===== config.mk =====
export PLATFORM = sky130hd
export DESIGN_NAME = frame_fill_writer
export DESIGN_NICKNAME = d
export VERILOG_FILES = /design/src/rtl/tft_pkg.sv /design/src/rtl/frame_pixel_counter.sv /design/src/rtl/frame_fill_writer.sv
export SDC_FILE = /design/constraint.sdc
export NUM_CORES = 1
export LEC_CHECK = 0
export ABC_AREA = 1
export CAP_MARGIN = 25
export CORE_MARGIN = 2
export CORE_UTILIZATION = 40
export DETAILED_ROUTE_END_ITERATION = 16
export GPL_TIMING_DRIVEN = 0
export PLACE_DENSITY_LB_ADDON = 0.25
export SLEW_MARGIN = 30
export SYNTH_ARGS = -nofsm -noshare
export SYNTH_HDL_FRONTEND = slang
export SYNTH_SLANG_ARGS = --single-unit

===== constraint.sdc =====
create_clock -name clk -period 3.75 [get_ports clk]
set_clock_uncertainty 0.1 [all_clocks]
set_input_delay 0.375 -clock clk [delete_from_list [all_inputs] [get_ports clk]]
set_output_delay 0.375 -clock clk [all_outputs]
set_load 0.05 [all_outputs]

===== src/rtl/tft_pkg.sv =====
// Shared TFT definitions: RGB565 colours, default panel size and the fill FSM state type.
package tft_pkg;

    localparam int unsigned H_ACT_DEF = 480;
    localparam int unsigned V_ACT_DEF = 272;

    localparam logic [15:0] BLACK   = 16'h0000;
    localparam logic [15:0] BLUE    = 16'h001f;
    localparam logic [15:0] GREEN   = 16'h07e0;
    localparam logic [15:0] CYAN    = 16'h07ff;
    localparam logic [15:0] RED     = 16'hf800;
    localparam logic [15:0] MAGENTA = 16'hf81f;
    localparam logic [15:0] YELLOW  = 16'hffe0;
    localparam logic [15:0] WHITE   = 16'hffff;

    typedef enum logic [1:0] {IDLE, LOAD, FILL, DONE} fill_state_t;

endpackage


===== src/rtl/frame_pixel_counter.sv =====
// Raster x/y counter for one active frame; last_pixel flags the final pixel position.
module frame_pixel_counter #(
    parameter int unsigned H_ACT = 480,
    parameter int unsigned V_ACT = 272,
    parameter int unsigned XW    = $clog2(H_ACT),
    parameter int unsigned YW    = $clog2(V_ACT)
) (
    input  logic          clk,
    input  logic          rst,
    input  logic          clear,
    input  logic          advance,
    output logic [XW-1:0] x,
    output logic [YW-1:0] y,
    output logic          last_pixel
);

    logic x_last;
    logic y_last;

    assign x_last     = (x == XW'(H_ACT - 1));
    assign y_last     = (y == YW'(V_ACT - 1));
    assign last_pixel = x_last && y_last;

    always_ff @(posedge clk) begin
        if (rst || clear) begin
            x <= '0;
            y <= '0;
        end else if (advance) begin
            if (x_last) begin
                x <= '0;
                y <= y_last ? '0 : y + YW'(1);
            end else begin
                x <= x + XW'(1);
            end
        end
    end

endmodule


===== src/rtl/frame_fill_writer.sv =====
// Writes one full frame of each new colour into the SDRAM write FIFO, ping-ponging two buffers.
// Build option GRID_OVERLAY_EN overlays a white 16-pixel grid on the written pixels.
module frame_fill_writer
    import tft_pkg::*;
#(
    parameter int unsigned       H_ACT  = H_ACT_DEF,
    parameter int unsigned       V_ACT  = V_ACT_DEF,
    parameter int unsigned       ADDR_W = 24,
    parameter logic [ADDR_W-1:0] BASE0  = ADDR_W'(24'h000000),
    parameter logic [ADDR_W-1:0] BASE1  = ADDR_W'(24'h020000)
) (
    input  logic              clk,
    input  logic              rst,
    input  logic [15:0]       pix_data,
    input  logic              pix_en,
    input  logic              wr_full,
    output logic              wr_en,
    output logic [15:0]       wr_data,
    output logic              wr_load,
    output logic [ADDR_W-1:0] wr_base,
    output logic              rd_buf_sel,
    output logic              frame_done,
    output logic              busy
);

    localparam int unsigned XW = $clog2(H_ACT);
    localparam int unsigned YW = $clog2(V_ACT);

    fill_state_t   state;
    logic [15:0]   color;
    logic [15:0]   next_color;
    logic          have_color;
    logic          pend;
    logic          wbuf;
    logic [XW-1:0] x;
    logic [YW-1:0] y;
    logic          last_pixel;
    logic          trigger;
    logic [15:0]   pixel;

    assign trigger = pix_en && (!have_color || (pix_data != color));
    assign wr_en   = (state == FILL) && !wr_full;
    assign wr_data = (state == FILL) ? pixel : 16'h0000;

`ifdef GRID_OVERLAY_EN
    logic [15:0] x16;
    logic [15:0] y16;
    assign x16   = 16'(x);
    assign y16   = 16'(y);
    assign pixel = ((x16[3:0] == 4'd0) || (y16[3:0] == 4'd0)) ? WHITE : color;
`else
    assign pixel = color;
`endif

    frame_pixel_counter #(
        .H_ACT (H_ACT),
        .V_ACT (V_ACT),
        .XW    (XW),
        .YW    (YW)
    ) u_cnt (
        .clk        (clk),
        .rst        (rst),
        .clear      (state == LOAD),
        .advance    (wr_en),
        .x          (x),
        .y          (y),
        .last_pixel (last_pixel)
    );

    // Fill sequencer; wbuf flips on the last write so a DONE->LOAD hop already sees the next buffer
    always_ff @(posedge clk) begin
        if (rst) begin
            state      <= IDLE;
            color      <= 16'h0000;
            next_color <= 16'h0000;
            have_color <= 1'b0;
            pend       <= 1'b0;
            wbuf       <= 1'b0;
            wr_load    <= 1'b0;
            wr_base    <= BASE0;
            rd_buf_sel <= 1'b1;
            frame_done <= 1'b0;
            busy       <= 1'b0;
        end else begin
            wr_load    <= 1'b0;
            frame_done <= 1'b0;
            if (trigger && (state != IDLE)) begin
                pend       <= 1'b1;
                next_color <= pix_data;
            end
            case (state)
                IDLE: begin
                    if (trigger) begin
                        color      <= pix_data;
                        have_color <= 1'b1;
                        wr_load    <= 1'b1;
                        wr_base    <= wbuf ? BASE1 : BASE0;
                        busy       <= 1'b1;
                        state      <= LOAD;
                    end
                end
                LOAD: state <= FILL;
                FILL: begin
                    if (wr_en && last_pixel) begin
                        frame_done <= 1'b1;
                        rd_buf_sel <= wbuf;
                        wbuf       <= ~wbuf;
                        state      <= DONE;
                    end
                end
                DONE: begin
                    if (trigger || pend) begin
                        color   <= trigger ? pix_data : next_color;
                        pend    <= 1'b0;
                        wr_load <= 1'b1;
                        wr_base <= wbuf ? BASE1 : BASE0;
                        state   <= LOAD;
                    end else begin
                        busy  <= 1'b0;
                        state <= IDLE;
                    end
                end
                default: state <= IDLE;
            endcase
        end
    end

endmodule

Yosys cells after proc, flatten, opt, wreduce, memory -nomap -nowiden
Cells that the tools add are included.
Cells by class
  $add $sub $neg: 2
  equal/unequal tests: 10
  multiplexer cells: 25
  bitwise logic cells: 2
  reductions and logical operators: 20
Operators with widths (number)
  two-way mux 16 bit: 4
  two-way mux 24 bit: 2
  one-hot mux 24 bit (2 select lines): 1
  one-hot mux 16 bit (2 select lines): 1
  adder 9 x 1 -> 9 bit, second input constant: 2
  == test 9 bit, second input constant: 2
  two-way mux 18 bit: 1
  two-way mux 9 bit: 2
  inequality test 16 bit: 1
  two-way mux 1 bit: 9
  one-hot mux 2 bit (4 select lines): 1
  AND reduction 2 bit: 4
  inequality test 2 bit, second input constant: 3
  AND reduction 3 bit: 2
  logical AND 1 bit: 5
  == test 2 bit, second input constant: 2
  two-way mux 2 bit: 2
  one-hot mux 1 bit (2 select lines): 2
  nonzero test 2 bit: 2
  logical OR 1 bit: 3
  == test 2 x 1 -> 1 bit, second input constant: 1
  logical NOT 1 bit: 2
  logical NOT 2 bit: 1
  inequality test 2 x 1 -> 1 bit, second input constant: 1
  2 further kinds: 3
Storage, ports and cells
  bits in registers: 83
  output and inout port bits: 45
  logic and storage cells: 72

Logic depth before layout (Yosys ltp)
Gate-level depths: netlist of run 1.
  word-level depth: 7
  mapped depth: 14
  gate-level depth less buffers: 13

Hierarchy
A second synthesis of run 1 with hierarchy kept.
Unflattened totals
  cell total of the unflattened synthesis: 531
  area total of the unflattened synthesis: 3509.6 sq um
Modules (own cells, without submodules)
  frame_fill_writer: times used 1, cells an instance 375, area an instance 2466.1 sq um
  frame_pixel_counter: times used 1, cells an instance 156, area an instance 1043.5 sq um

Least setup slack after synthesis of run 1
No wires, ideal clock.
  kind: register -> register
  start: reg state[0]
  end: reg u_cnt.y[6]
  setup time: 0.127 ns
  data arrival time: 1.748 ns
  slack: 1.776 ns
  cell stages (with the launch flop): 13
  path buffers: 1
  cell sequence: dfxtp_1 -> inv_1 -> ha_1 -> buf_4 -> inv_2 -> nor2_8 -> inv_2 -> nor2_8 -> nand3_2 -> nor2_1 -> nand4_1 -> nand2_2 -> nor3_2
Between the ends
  cells in the longest elaborated chain, start to end: 3
Ends and longest elaborated chain
  start: declaration: RTL line frame_fill_writer.sv:29  | fill_state_t state;
  start signal: assignment: RTL line frame_fill_writer.sv:73  | state <= IDLE;
  start signal: assignment: RTL line frame_fill_writer.sv:99  | state <= LOAD;
  start signal: assignment: RTL line frame_fill_writer.sv:102  | LOAD: state <= FILL;
  == test 2 bit: RTL line frame_fill_writer.sv:42  | assign wr_en = (state == FILL) && !wr_full;
  logical AND 1 bit: RTL line frame_fill_writer.sv:42
  named net wr_en: RTL line frame_fill_writer.sv:17  | output logic wr_en,
  AND reduction 2 bit (no source line)
  end signal: assignment: RTL line frame_pixel_counter.sv:31  | y <= y_last ? '0 : y + YW'(1);
  end: declaration: RTL line frame_pixel_counter.sv:13  | output logic [YW-1:0] y,
The timed path passes the listed nets, and every way through them passes these cells.
A chain may end at the register's enable or synchronous reset.

Worst setup path after layout of run 1
  start: reg state[0]
  end: out wr_data[6]
Between the ends
  cells in the longest elaborated chain, start to end: 2
Ends and longest elaborated chain
  == test 2 bit: RTL line frame_fill_writer.sv:43  | assign wr_data = (state == FILL) ? pixel : 16'h0000;
  two-way mux 16 bit: RTL line frame_fill_writer.sv:43
  end: declaration: RTL line frame_fill_writer.sv:18  | output logic [15:0] wr_data,
Every way passes these cells.

==> flow_summary.ini, run 1 <==
[die]
die-width_um = 96.3
core_area_um2 = 8260
rows = 33
pin_count = 65
initial_core_util_pct = 41.3
die_h_um = 96.3
die-area_um2 = 9270

[detailed_routing]
wl_mm = 7.29
avgRoutedWirePerCell_um = 10.6
dr.pass1.iters = 4
vias_per_cell = 4.35
post-route-drc-count = 0
drt_iter0_markers = 110
vias = 3008
ant_nets = 0

[sta]
worst_slew_margin_rel_pct = 66.1
finalSetupViolations = 0
hold_slack_ps = 353
final-hold-violation-count = 0
worstMarginPinSlew_ps = 509
slew_viol_final = 0
period_share_pct = 79.1
timing.setup.tns_ps = 0
finalCriticalPeriod_ps = 2960
max_freq_ghz = 0.337
rsz0062_at_grt = false

[clocking]
cts_sinks = 60
clkLatencyLatePin_ps = 340
cts_root_buf = clkbuf_8
path_clk_slew_ps = 70
cts_setup_buffers = 0
cts_tree = built
cts_buffer_depth = 2
cts_buffers = 9
htreeDepth = 3
ctsResizeCount = 0
hold_buffers = 0

[power]
p_sw_mw = 0.992
p_seq_share_pct = 34.4
comb_power_share_pct = 41.5
power.total_mw = 2.46
swShare_pct = 40.3
leakagePower_nw = 2.10
power.internal_mw = 1.47
powerDensity_nw_per_um2 = 582
peakVddDrop_uv = 295
p_clk_share_pct = 24.1

[hold_path]
holdPathStages = 2
min_from = next_color[0]
hold-path-endpoint = next_color[0]
hold_path.class = register to register

[place]
hpwl_mm = 5.39
placedInstanceArea_um2 = 4020
gp_congestion = 0.829
io_buffers = 40

[run]
max-cap-violations = 0

[global_route]
grtUsageTotal_pct = 16.7
grt_pass1_wl_mm = 12.0
grt.overflow.total = 0
grt_pass1_vias = 2695
grt_max_degree = 11
antenna_found_initial = 0

[critical_path]
critPathKind = register to output port
cp.required_ps = 3270
cp_data_arrival_time_ps = 2490
reg2reg_to = u_cnt.y[4]
end_kind = output port
reg2reg_depth = 12
start_kind = register
startpoint = state[0]
crit_fanout = 10
r2r_setup_slack_ps = 1640
r2r-start = state[0]

[finish]
final_cell_mix = nand2_1, inv_1, nor2_1
mostFrequentLayoutCell = nand2_1
nFillCells = 799
area_growth_pct = 23.9
drive_above_1_share_pct = 13.3
fin_util_pct = 51.2
nets = 607
finalInstanceArea_um2 = 4220
num_antenna_cells = 0

[status]
status = completed

[logic_synthesis]
syn_inst = 508
ys_ff_latch = 60
syn_area_um2 = 3410
yosysWarnings = 0
yosysUniqueCellTypes = 36
syn-mean-instance-area_um2 = 6.71
synth_seq_area_share_pct = 35.2
per-stage QoR:
stage	cells	setup slack (ps)
floorplan	530	1780
global placement	675	1130
detailed placement	675	1090
CTS	691	713
global route	691	596
finish	691	786
flip-flops by register name, summed over array words and instances (netlist names):
signal and cells:
busy 1, color 16, frame_done 1, have_color 1
next_color 16, pend 1, rd_buf_sel 1, state 2
u_cnt.x 9, u_cnt.y 9, wbuf 1, wr_base 1
wr_load 1
Yosys cell counts (all sizes together):
| cell type | number | share of area, % |
|---|---|---|
| nand2 | 141 | 17 |
| inv | 85 | 9.4 |
| nor2 | 70 | 8.9 |
| dfxtp | 60 | 35 |
| o21ai | 39 | 5.7 |
| buf | 33 | 8.1 |
| a21oi | 27 | 4.2 |
| nand3 | 8 | 1.8 |
| nor3 | 8 | 1.5 |
| nor3b | 8 | 2.1 |
| ha | 6 | 2.2 |
| clkbuf | 5 | 0.55 |
| nand4 | 5 | 1.1 |
| a211oi | 2 | 0.44 |
| and3 | 2 | 0.37 |
| xnor2 | 2 | 0.51 |
| xor2 | 2 | 0.51 |
| a21o | 1 | 0.22 |
| clkinv | 1 | 0.11 |
| conb | 1 | 0.11 |
| o21bai | 1 | 0.22 |
| or2 | 1 | 0.18 |
metal layers:
metal | vias up | global-route usage [%] | part of all wire (%)
met5 | - | 0 | 0
met4 | 0 | 7.75 | 1.3
met3 | 8 | 4.39 | 4.9
met2 | 68 | 28.3 | 48
met1 | 1287 | 19.8 | 46
li1 | 1645 | - | -
worst max path at each step:
stage,to,cells after the start
after CTS,wr_data[6],7
final,wr_data[6],7
after detailed placement,wr_data[6],7
after global placement,wr_data[5],7
after global routing,wr_data[8],7
after floorplan,u_cnt.y[6],12
kinds of logic (layout without fill, tap and decap cells):
kind of cell / after synthesis / after routing / share of synthesized area (%)
AOI/OAI and AO/OA: 70 / 70 / 10.8
xor gates and xnor gates: 4 / 4 / 1.03
adders and majority gates: 6 / 6 / 2.20
buffers and inverters: 124 / 180 / 18.1
DFF: 60 / 60 / 35.2
other: 1 / 23 / 0.110
and+or+nand+nor: 243 / 243 / 32.5
power by group through the flow:
stage               sequential, mW  combinational (mW)  clock [mW]
finish                       0.846                1.02       0.592
global placement             0.855                1.01           0
global route                 0.861                1.14       0.633
CTS                          0.845                1.03       0.613
floorplan                    0.867               0.772           0
detailed placement           0.859                1.02           0
final cells by class:
type / instances / area [um^2] / share of cell area, %
clock inverter: 5 / 50.0 / 1.18
clock buffer: 11 / 151 / 3.58
tap: 105 / 131 / 3.11
buffer: 38 / 294 / 6.96
multi-input combinational: 346 / 1670 / 39.6
sequential: 60 / 1200 / 28.4
timing repair buffer: 40 / 400 / 9.48
inverter: 86 / 323 / 7.64
worst max-delay path, cell delays in order, from the launching register on:
cell,delay [ps]
dfxtp_1,350
inv_1,100
ha_1,140
buf_4,160
clkbuf_1,420
nand2_1,120
inv_1,70
clkdlybuf4s50_1,790
(Power assumes the default switching activity.)
==> inputs of run 2 (changes only) <==
Clock period 3.75 ns to 2.68 ns, I/O delays scaled along.
==> run 2 against run 1 <==
Combinational power is 39% higher. Core utilization hardly changed. Die area stayed put. Total power is 40% higher. Global-route usage hardly changed. Register-to-register slack worse by 1200 ps. Sequential power is 39% higher. Flip-flop and latch count stayed put. Routed wire length is 0.14% lower. Critical endpoint is now wr_data[3]. Largest power group unchanged.
==> flow_summary.ini, run 2 (same netlist as run 1, synthesis figures left out) <==
[sta]
slew_viol_final = 0
hold_slack_ps = 268
period_share_pct = 92.6
worst_slew_margin_rel_pct = 65.4
max_freq_ghz = 0.403
finalSetupViolations = 0
finalCriticalPeriod_ps = 2480
worstMarginPinSlew_ps = 519
rsz0062_at_grt = false
final-hold-violation-count = 0
timing.setup.tns_ps = 0

[detailed_routing]
route.met3.wl_um = 323
dr.pass1.iters = 4
drt_iter0_markers = 100
met1_length_mm = 3.36
avgRoutedWirePerCell_um = 10.6
vias_per_cell = 4.34
wl_met2_mm = 3.47
wl_mm = 7.28
ant_nets = 0
vias = 2997
post-route-drc-count = 0
top_layer = met4

[die]
core_area_um2 = 8260
rows = 33
pin_count = 65
initial_core_util_pct = 41.3
die-width_um = 96.3
die-area_um2 = 9270
die_h_um = 96.3

[run]
max-cap-violations = 0

[critical_path]
r2r_setup_slack_ps = 480
crit_slowest_cell = clkdlybuf4s50_1
reg2reg_depth = 12
slowest_delay_ps = 790
cp.required_ps = 2310
cp_data_arrival_time_ps = 2110
end_kind = output port
r2r-start = state[0]
crit_fanout = 17
reg2reg_to = u_cnt.y[4]
crit_top_cell = inv_1
critPathKind = register to output port
start_kind = register
path_cells = inv_1 -> ha_1 -> buf_4 -> nand2_1 -> inv_1 -> clkdlybuf4s50_1

[finish]
mostFrequentLayoutCell = nand2_1
multiInputGateArea_um2 = 1670
area_growth_pct = 23.9
final_cell_mix = nand2_1, inv_1, nor2_1
seq_area_um2 = 1200
nets = 606
num_antenna_cells = 0
final_cells = 690
drive_above_1_share_pct = 13.3
nFillCells = 799
reg_top3 = color x16, next_color x16

[clocking]
cts_setup_buffers = 0
path_clk_slew_ps = 70
cts_buffers = 9
cts_sinks = 60
cts_root_buf = clkbuf_8
htreeDepth = 3
clkLatencyLatePin_ps = 340
cts_buffer_depth = 2
cts_tree = built
hold_buffers = 0

[global_route]
grt.overflow.total = 0
grt_pass1_vias = 2684
grtUsageTotal_pct = 16.8
grt_max_degree = 18
grt_pass1_wl_mm = 12.0
antenna_found_initial = 0

[hold_path]
hold-path-endpoint = wr_base[17]
min_from = rst
hold_path.class = primary input to register
holdPathStages = 2

[place]
io_buffers = 40
placed_cells = 675
gp_congestion = 0.829
hpwl_mm = 5.39

[power]
power.total_mw = 3.44
peakVddDrop_uv = 411
powerDensity_nw_per_um2 = 813
leakagePower_nw = 2.12

[status]
status = completed
-- run 2: cell types whose count changed in the layout (fill, tap and decap cells not counted) --
cell,before,now
clkbuf_1,5,4
clkdlybuf4s50_1,40,39
dlymetal6s2s_1,0,1
-- run 2: what timing repair did --
action                                  4_1_cts  5_1_grt
gates resized for setup                       0        1
hold endpoints to repair                      0        0
endpoints found under the setup margin       10        1
-- run 2: where the power goes --
part	total [mW]	switching (mW)	internal, mW	leakage (nW)
sequential	1.18	0.0992	1.08	0.491
clock	0.827	0.353	0.473	0.109
combinational	1.42	0.932	0.492	1.52
-- run 2: routing by layer --
metal,vias up,global-route usage [%]
li1,1642,-
met1,1283,19.8
met2,61,28.4
met3,11,4.78
met4,0,7.39
met5,-,0
-- run 2: how the worst max path moves through the flow --
stage	endpoint	from	cells past startpoint	slack (ps)
6_report	wr_data[3]	state[0]	6	200
3_5_place_dp	wr_data[6]	state[0]	7	130
5_1_grt	wr_data[11]	state[0]	6	50
2_1_floorplan	u_cnt.y[6]	state[0]	12	710
3_3_place_gp	wr_data[5]	state[0]	7	160
4_1_cts	wr_en	state[0]	6	50
-- run 2: area by class of cell --
cell class	instances	share of cell area [%]
Inverter	86	7.64
Multi-Input combinational cell	346	39.6
Timing Repair Buffer	40	9.54
Sequential cell	60	28.4
Clock inverter	5	1.19
Tap cell	105	3.11
Clock buffer	11	3.59
Buffer	37	6.87
-- run 2: through the flow --
stage / instance area [um^2] / utilization, % / worst slack (ps)
floorplan: 3490 / - / 706
global placement: 4020 / 48.7 / 163
detailed placement: 4020 / 48.7 / 130
CTS: 4220 / 51.1 / 51.4
global route: 4220 / 51.1 / 53.8
finish: 4220 / 51.1 / 197
-- run 2: critical path, delay by kind of cell (launching register included) --
kind                     cells  cell delay, ps
adder cells (fa/ha/maj)      1             140
buffers and inverters        4            1180
flip-flops                   1             350
AND/OR/NAND/NOR              1             110
==> inputs of run 3 (changes only) <==
Settings changed: GPL_TIMING_DRIVEN 0 to not set.
Clock period 2.68 ns to 2.3 ns, I/O delays scaled along.
==> run 3 against run 2 <==
Critical path depth rose by 5. Total power is 22% higher. Die area is the same. Register-to-register slack lost 220 ps. Flip-flop and latch count did not move. Clock power increased by 37%. Combinational power is 18% higher. First-iteration DRC count is 17% higher. Via count is 1.0% lower. Worst setup slack better by 63 ps. Count of clock-buffer cells in the layout stayed put. Hold slack improved by 84 ps. Critical path type is now register to register.
==> flow_summary.ini, run 3 (same netlist as run 1, synthesis figures left out) <==
[finish]
area_growth_pct = 22.9
nets = 575
reg_top3 = color x16, next_color x16
drive_above_1_share_pct = 11.7
finalInstanceArea_um2 = 4190
multiInputGateArea_um2 = 1670
seq_area_um2 = 1200
nFillCells = 828
final_cell_mix = nand2_1, inv_1, nor2_1
num_antenna_cells = 0
mostFrequentLayoutCell = nand2_1

[run]
max-cap-violations = 0

[critical_path]
r2r_setup_slack_ps = 260
endpoint = u_cnt.y[6]
end_kind = register
cp_data_arrival_time_ps = 2160
crit_slowest_cell = dfxtp_1
startpoint = state[0]
reg2reg_depth = 11
reg2reg_to = u_cnt.y[6]
start_kind = register
critical_path.top_delay_family = simple AND/OR/NAND/NOR gates
crit_fanout = 7
crit_buf_inv = 3
cp.depth = 11
slowest_delay_ps = 350
critPathKind = register to register
cp.required_ps = 2420
r2r-start = state[0]
path_cells = inv_1 -> ha_1 -> inv_2 -> nor2_8 -> inv_2 -> nor2_8 -> nand3_2 -> nor2_1 -> nand4_1 -> nand2_2 -> nor3_2

[hold_path]
holdPathStages = 2
hold_path.class = register to register
min_from = next_color[14]

[die]
initial_core_util_pct = 41.3
die_h_um = 96.3
core_area_um2 = 8260
rows = 33
pin_count = 65
die-area_um2 = 9270
die-width_um = 96.3

[detailed_routing]
ant_nets = 0
avgRoutedWirePerCell_um = 10.6
dr.pass1.iters = 4
post-route-drc-count = 0
wl_mm = 7.00
vias = 2966
vias_per_cell = 4.50
drt_iter0_markers = 117

[sta]
period_share_pct = 88.7
finalSetupViolations = 0
final-hold-violation-count = 0
rsz0062_at_grt = false
finalCriticalPeriod_ps = 2040
slew_viol_final = 0
timing.setup.tns_ps = 0
max_freq_ghz = 0.490

[clocking]
hold_buffers = 0
ctsResizeCount = 0
path_clk_slew_ps = 70
htreeDepth = 3
cts_buffers = 9
cts_setup_buffers = 0
cts_sinks = 60
cts_tree = built
clkLatencyLatePin_ps = 340
cts_buffer_depth = 2
cts_root_buf = clkbuf_8

[global_route]
grtUsageMet3_pct = 4.07
grtUsageTotal_pct = 16.8
grt_pass1_vias = 2781
antenna_found_initial = 0
met2_usage_pct = 29.1
grt_pass1_wl_mm = 12.1
grt_max_degree = 34
grt.overflow.total = 0
busiest_layer = met2
use_met1_pct = 19.9

[power]
leakagePower_nw = 2.04
powerDensity_nw_per_um2 = 999
peakVddDrop_uv = 420

[place]
io_buffers = 41
gp_congestion = 0.866
hpwl_mm = 4.99
placedInstanceArea_um2 = 3960

[status]
status = completed
## run 3: worst min path at each step
stage / end
after floorplan: next_color[11]
after global placement: next_color[12]
after detailed placement: next_color[0]
after CTS: next_color[0]
after global routing: next_color[11]
final: next_color[14]
## run 3: final cells by class
type / instances / area share (%)
flip-flops and latches: 60 / 28.7
inverters: 86 / 7.70
well taps: 105 / 3.14
repair buffers: 46 / 15.0
clock buffers: 11 / 3.14
clock inverters: 5 / 2.39
multi-input cells: 346 / 39.9
## run 3: metal layers
metal  up-vias  part of all wire, %  routed length, um
met5         -                    0                  0
met4         0                  1.6                115
met3        11                  4.8                334
met2        59                   48               3350
met1      1314                   46               3190
li1       1582                    -                  -
## run 3: per-stage QoR
stage	setup slack (ps)	utilization (%)	hold slack [ps]	instances	power, mW
floorplan	326	-	303	530	2.67
global placement	99.1	47.9	337	643	3.05
detailed placement	75.8	47.9	342	643	3.08
CTS	242	50.7	353	659	4.23
global route	29.6	50.7	377	659	4.51
finish	260	50.7	351	659	4.19
## run 3: worst reg2reg max path, cell delays in order, from the launching register on
cell	delay [ps]
dfxtp_1	350
inv_1	100
ha_1	180
inv_2	80
nor2_8	130
inv_2	90
nor2_8	150
nand3_2	110
nor2_1	160
nand4_1	200
nand2_2	210
nor3_2	70
## run 3: report_power, final
group	leakage [nW]	internal, mW	switching (mW)
combinational	1.43	0.592	1.08
clock	0.117	0.717	0.414
sequential	0.491	1.26	0.120
total	2.04	2.57	1.61
